===== src/rtl/mem_stage.sv =====
// mem_stage: memory-access stage of the 5-stage RISC-V pipeline.
// Issues loads/stores over a req/ready handshake, stalls upstream on wait
// states, formats load data and store lanes, and holds the MEM/WB register.
// Optional build macro: MISALIGN_CHECK_EN adds misaligned-access detection
// and the wb_misalign output.
module mem_stage #(
  parameter int XLEN   = 32,
  parameter int REG_AW = 5
) (
  input  logic              clk,
  input  logic              rst_n,
  input  logic              in_valid,
  input  logic [XLEN-1:0]   in_alu_result,
  input  logic [XLEN-1:0]   in_store_data,
  input  logic [REG_AW-1:0] in_rd,
  input  logic              in_reg_write,
  input  logic              in_mem_read,
  input  logic              in_mem_write,
  input  logic              in_mem_to_reg,
  input  logic [2:0]        in_funct3,
  output logic              stall_o,
  output logic              dmem_req,
  output logic              dmem_we,
  output logic [XLEN-1:0]   dmem_addr,
  output logic [XLEN-1:0]   dmem_wdata,
  output logic [3:0]        dmem_be,
  input  logic [XLEN-1:0]   dmem_rdata,
  input  logic              dmem_ready,
  output logic              wb_valid,
  output logic [XLEN-1:0]   wb_alu_result,
  output logic [XLEN-1:0]   wb_mem_data,
  output logic              wb_mem_to_reg,
  output logic [REG_AW-1:0] wb_rd,
  output logic              wb_reg_write
`ifdef MISALIGN_CHECK_EN
  ,
  output logic              wb_misalign
`endif
);

  typedef enum logic {IDLE, BUSY} state_t;

  state_t state, state_next;

  logic [1:0]      lane;
  logic            is_byte;
  logic            is_half;
  logic            is_load;
  logic            is_store;
  logic            misaligned;
  logic            mem_access;
  logic            mem_op;
  logic            req_int;
  logic [3:0]      store_be;
  logic [XLEN-1:0] store_wdata;
  logic [XLEN-1:0] byte_shifted;
  logic [XLEN-1:0] half_shifted;
  logic [7:0]      load_byte;
  logic [15:0]     load_half;
  logic [XLEN-1:0] load_data;

  // Access size comes from funct3[1:0]; anything wider than a half is a word.
  assign lane       = in_alu_result[1:0];
  assign is_byte    = (in_funct3[1:0] == 2'b00);
  assign is_half    = (in_funct3[1:0] == 2'b01);
  // A slot with both read and write set is handled as a load.
  assign is_load    = in_mem_read;
  assign is_store   = in_mem_write & ~in_mem_read;
  assign mem_access = in_valid & (in_mem_read | in_mem_write);

`ifdef MISALIGN_CHECK_EN
  logic is_word;
  assign is_word    = ~is_byte & ~is_half;
  assign misaligned = mem_access & ((is_half & lane[0]) | (is_word & (lane != 2'b00)));
`else
  assign misaligned = 1'b0;
`endif

  // Misaligned accesses never reach the memory bus.
  assign mem_op = mem_access & ~misaligned;

  // State register; reset abandons any outstanding request.
  always_ff @(posedge clk or negedge rst_n) begin
    if (!rst_n) state <= IDLE;
    else        state <= state_next;
  end

  // Next-state and request generation: BUSY keeps requesting until ready.
  always_comb begin
    state_next = state;
    req_int    = 1'b0;
    case (state)
      IDLE: begin
        req_int = mem_op;
        if (mem_op && !dmem_ready) state_next = BUSY;
      end
      BUSY: begin
        req_int = 1'b1;
        if (dmem_ready) state_next = IDLE;
      end
      default: state_next = IDLE;
    endcase
  end

  // Request is also masked by reset so it drops the instant rst_n falls.
  assign dmem_req   = req_int & rst_n;
  assign stall_o    = dmem_req & ~dmem_ready;
  assign dmem_we    = dmem_req & is_store;
  assign dmem_addr  = {in_alu_result[XLEN-1:2], 2'b00};
  assign dmem_be    = store_be;
  assign dmem_wdata = store_wdata;

  // Store lane steering: replicate narrow data across the word, enable lanes.
  always_comb begin
    store_be    = 4'b0000;
    store_wdata = in_store_data;
    if (is_store) begin
      if (is_byte) begin
        store_be    = 4'b0001 << lane;
        store_wdata = {4{in_store_data[7:0]}};
      end else if (is_half) begin
        store_be    = 4'b0011 << {lane[1], 1'b0};
        store_wdata = {2{in_store_data[15:0]}};
      end else begin
        store_be    = 4'b1111;
      end
    end
  end

  assign byte_shifted = dmem_rdata >> {lane, 3'b000};
  assign half_shifted = dmem_rdata >> {lane[1], 4'b0000};
  assign load_byte    = byte_shifted[7:0];
  assign load_half    = half_shifted[15:0];

  // Load extraction: funct3[2] selects zero extension.
  always_comb begin
    load_data = dmem_rdata;
    if (is_byte) begin
      load_data = in_funct3[2] ? {24'b0, load_byte} : {{24{load_byte[7]}}, load_byte};
    end else if (is_half) begin
      load_data = in_funct3[2] ? {16'b0, load_half} : {{16{load_half[15]}}, load_half};
    end
  end

  // MEM/WB register: a stalled cycle inserts a bubble downstream.
  always_ff @(posedge clk or negedge rst_n) begin
    if (!rst_n) begin
      wb_valid      <= 1'b0;
      wb_alu_result <= '0;
      wb_mem_data   <= '0;
      wb_mem_to_reg <= 1'b0;
      wb_rd         <= '0;
      wb_reg_write  <= 1'b0;
`ifdef MISALIGN_CHECK_EN
      wb_misalign   <= 1'b0;
`endif
    end else begin
      wb_alu_result <= in_alu_result;
      wb_mem_to_reg <= in_mem_to_reg;
      wb_rd         <= in_rd;
      wb_mem_data   <= (in_valid & is_load & ~misaligned) ? load_data : '0;
      if (stall_o) begin
        wb_valid     <= 1'b0;
        wb_reg_write <= 1'b0;
`ifdef MISALIGN_CHECK_EN
        wb_misalign  <= 1'b0;
`endif
      end else begin
        wb_valid     <= in_valid;
        wb_reg_write <= in_valid & in_reg_write & ~misaligned;
`ifdef MISALIGN_CHECK_EN
        wb_misalign  <= misaligned;
`endif
      end
    end
  end

endmodule


===== config.mk =====
export PLATFORM = sky130hd
export DESIGN_NAME = mem_stage
export DESIGN_NICKNAME = d
export VERILOG_FILES = /design/src/rtl/mem_stage.sv
export SDC_FILE = /design/constraint.sdc
export NUM_CORES = 1
export LEC_CHECK = 0
export CAP_MARGIN = 20
export CORE_MARGIN = 5
export CORE_UTILIZATION = 32
export DETAILED_ROUTE_END_ITERATION = 16
export GPL_TIMING_DRIVEN = 0
export PLACE_DENSITY_LB_ADDON = 0.05
export SLEW_MARGIN = 30
export SYNTH_ARGS = -nofsm -noshare
export SYNTH_HDL_FRONTEND = slang
export SYNTH_SLANG_ARGS = --single-unit

===== constraint.sdc =====
create_clock -name clk -period 2.28 [get_ports clk]
set_input_delay 0.684 -clock clk [delete_from_list [all_inputs] [get_ports clk]]
set_output_delay 0.684 -clock clk [all_outputs]
set_load 0.005 [all_outputs]

Yosys cells after proc, flatten, opt, wreduce, memory -nomap -nowiden. Index checks and enable logic that the tools add are counted.

Register bits: 73. Output and inout bits: 143. Word-level logic and storage cells: 43.

Equality and inequality tests: 1. Shifts and indexed selects: 4. Mux-type cells: 17. Bitwise logic cells: 11. Reductions and logical operators: 3.

Operator list (number): 32-bit 2-to-1 mux (8); 32-bit by 5-bit >> shifter with 16-bit output (1); 32-bit by 5-bit >> shifter with 8-bit output (1); 4-bit 2-to-1 mux (3); 1-bit AND (7); 1-bit 2-to-1 mux (4); 1-bit case mux with 2 select lines (2); 1-bit by 2-bit left shift with 4-bit output, first input constant (1); 2-bit by 2-bit left shift with 4-bit output, first input constant (1); 1-bit NOT (3); 2-bit by 1-bit == test with 1-bit output, second input constant (1); 2-bit zero test (1); 1-bit logical AND (1); 1-bit zero test (1); 1-bit OR (1).

Logic depth before layout (Yosys ltp).
Word-level depth: 6. Mapped depth: 6. Mapped depth without buffers: 3.

Worst setup path before layout. OpenSTA, ideal clock, no wires.

Kind: input port to output port. Start point: input in_funct3[1]. End point: output dmem_wdata[20]. Data arrival time: 1.732 ns. Required time: 1.596 ns. Setup slack: -0.136 ns. Stages on the path: 4. Buffers on the path: 2. Cell sequence: buf_6 > nor3b_2 > buf_2 > mux2_1.

Longest elaborated chain between the ends: 4.

RTL lines: start: declaration (line 20) `input logic [2:0] in_funct3,`; 2-bit by 1-bit == test with 1-bit output (line 65) `assign is_half = (in_funct3[1:0] == 2'b01);`; 32-bit 2-to-1 mux (line 121) `end else if (is_half) begin`; 32-bit 2-to-1 mux * (line 118) `if (is_byte) begin`; 32-bit 2-to-1 mux * (line 117) `if (is_store) begin`; end: declaration (line 25) `output logic [XLEN-1:0] dmem_wdata,`.

Mark *: on every way between the ends. The rest lies on a longest branch, timed or not.

Worst setup path after layout.
Start point: input in_mem_read. End point: output dmem_wdata[13].

Longest elaborated chain between the ends: 3.

RTL lines: start: declaration (line 17) `input logic in_mem_read,`; 1-bit NOT (line 68) `assign is_store = in_mem_write & ~in_mem_read;`; 1-bit AND (line 68); 32-bit 2-to-1 mux (line 117).

No other way between the ends.

==> metrics.cfg <==
[floorplan]
core_mm2=0.0109
die_y_um=116
fp.dieArea_mm2=0.0134
fp-row-count=38
initial_core_util=0.329
io-pin-count=255
dieWidth_um=116

[timing]
tightest_slew_ns=0.659
fmax_mhz=399
fin_tns_setup_ns=-2.08
finalWorstPathRequiredPeriod_ns=2.51
hold_ws_ns=0.190
hold_viol=0
setup-violations-final=21
rsz0062_at_grt=true
timing.final.crit_share=1.10
finalClockSkew_ns=0.000199
maxSlewHeadroom=0.559
slew_violations=0
fin_ws_ns=-0.227

[route]
ant_nets=0
wl_um=13300
via_per_inst=4.63
vias=3463
wire_per_inst_um=17.7
drt_iter0_markers=115
first_pass_iters=4
drcViolationCount=0

[logic_synthesis]
netlist_top_cells_area=dfrtp_1, buf_4, nor3_2
ys_warn_count=0
synth_most_common_cell=dfrtp_1
synth_area_per_cell_um2=11.4
synthCells=315
yosysTopAreaCell=dfrtp_1
ys_seq_area_frac=0.508
async_reset_ff_frac=1.00
synthFlopType=dfrtp_1
synthDistinctLibCells=38
synthDominantCellAreaShare=0.508
synth_commonest_cells=dfrtp_1, buf_4, nor2_1, a21oi_1, nor3_2
synth-edff-count=0
synth_seq_cells=73
syn-cell-area_mm2=0.00359

[clock_tree]
cts_root_buf=clkbuf_16
cts.clk_slew.worst_paths_ns=0.06
cts_tree=built
htree_levels=3
clkSinkCount=73
clk_latency_ns=0.33
cts_buffers=9
cts_buffer_depth=2
postCtsHoldBufs=0

[global_routing]
grt_pass1_vias=3702
gr-total-overflow=0
grtUsageTotal=0.193
grt_start_max_net_pins=31
grt_antenna_before_repair=0
grt_first_pass_wirelength_um=19900

[critical_path]
path_common_cell=buf_6
slowest_stage=mux2_4
cp-end-kind=output pin
required_ns=1.60
crit_path_cell_trace=buf_8 > nand2b_4 > nor3_4 > buf_6 > buf_6 > mux2_4 > buf_6
critPathKind=in2out
start_kind=input port
crit_arrival_ns=1.82
cp_max_fo=5
slowest_delay_ns=0.29

[cells_and_area]
largestRegisters=wb_alu_result (32), wb_mem_data (32), wb_rd (5)
design_area_mm2=0.00707
syn2layout_area_growth_pct=96.8
stdcell_count=748
final_core_util=0.647
layout-drive-gt1-share=0.342
nNetsFinal=715
antenna_cells=0
nFillCells=904

[placed_design]
post_dp_cell_area_mm2=0.00633
portBuffers=252
placed_cells=709
dp_hpwl_um=10100
globalplace.congestion=0.850
place_ws_ns=-1.21

[outcome]
status=finished with violations
violations=negative setup slack

[pwr]
finalPower_mw=3.89
cellPowerDensity_mw_per_mm2=550
leakagePower_nw=3.14
ir_drop_mv=0.341

[worst_hold_path]
hold_class=in2async

[flow_run]
maxCapViolations=0

cells in the final DEF (no fill, tap or decap), types with 16 or more instances in the layout:
cell type        netlist  routed
buf_2                 10      16
nor2_1                39      32
a21oi_1               28      20
dfrtp_1               73      73
buf_6                  1      36
buf_4                 44      52
nor3_2                17      17
dlygate4sd2_1          0      35
mux2_4                 1      17
clkdlybuf4s50_1        0     174
timing repair:
item                                    in CTS  in global routing
buffers inserted                            21                  4
endpoints found under the setup margin      69                 36
gates cloned                                 3                  0
resized for setup                          231                 59
pin swaps                                    5                  6
layer usage:
| layer | wire [µm] | global-route usage |
|---|---|---|
| met1 | 4770 | 0.209 |
| met2 | 6700 | 0.340 |
| met3 | 1630 | 0.0867 |
| met4 | 185 | 0.0557 |
| met5 | 0 | 0 |
critical path: cells and delay by family:
family,cells,cell delay [ns]
buf+inv,4,0.48
mux,1,0.29
simple gates,2,0.36
kinds of logic after synthesis:
group | after synthesis | synth area share
other cells | 1 | 0.00104
mux | 33 | 0.102
flops | 73 | 0.508
compound gates | 56 | 0.109
buf+inv | 64 | 0.125
simple gates | 88 | 0.155
final timing paths:
check / startpoint / end / slack, ns / cells after the start
max: in_mem_read / dmem_wdata[13] / -0.23 / 7
min: rst_n / wb_mem_data[10] / 0.19 / 1
max reg2reg: state / wb_reg_write / 1.32 / 3
min reg2reg: state / state / 0.57 / 2
max in group asynchronous: rst_n / wb_mem_data[24] / 1.57 / 2
min in group clk: state / state / 0.57 / 2
power by group:
part,leakage (nW),switching [mW],internal (mW)
clock,0.169,0.527,1.05
combinational,2.06,0.351,0.581
sequential,0.912,0.0181,1.36
cell type report:
class / instances / area, µm² / area share
clock inverter: 4 / 73.8 / 0.0104
inverter: 4 / 15.0 / 0.00212
clock buffer: 12 / 267 / 0.0377
buffer: 56 / 449 / 0.0635
multi-input combinational: 179 / 1490 / 0.211
sequential: 73 / 1830 / 0.258
tap: 140 / 175 / 0.0248
timing repair buffer: 280 / 2770 / 0.392
Note: power is estimated with default switching activity, not from simulation.
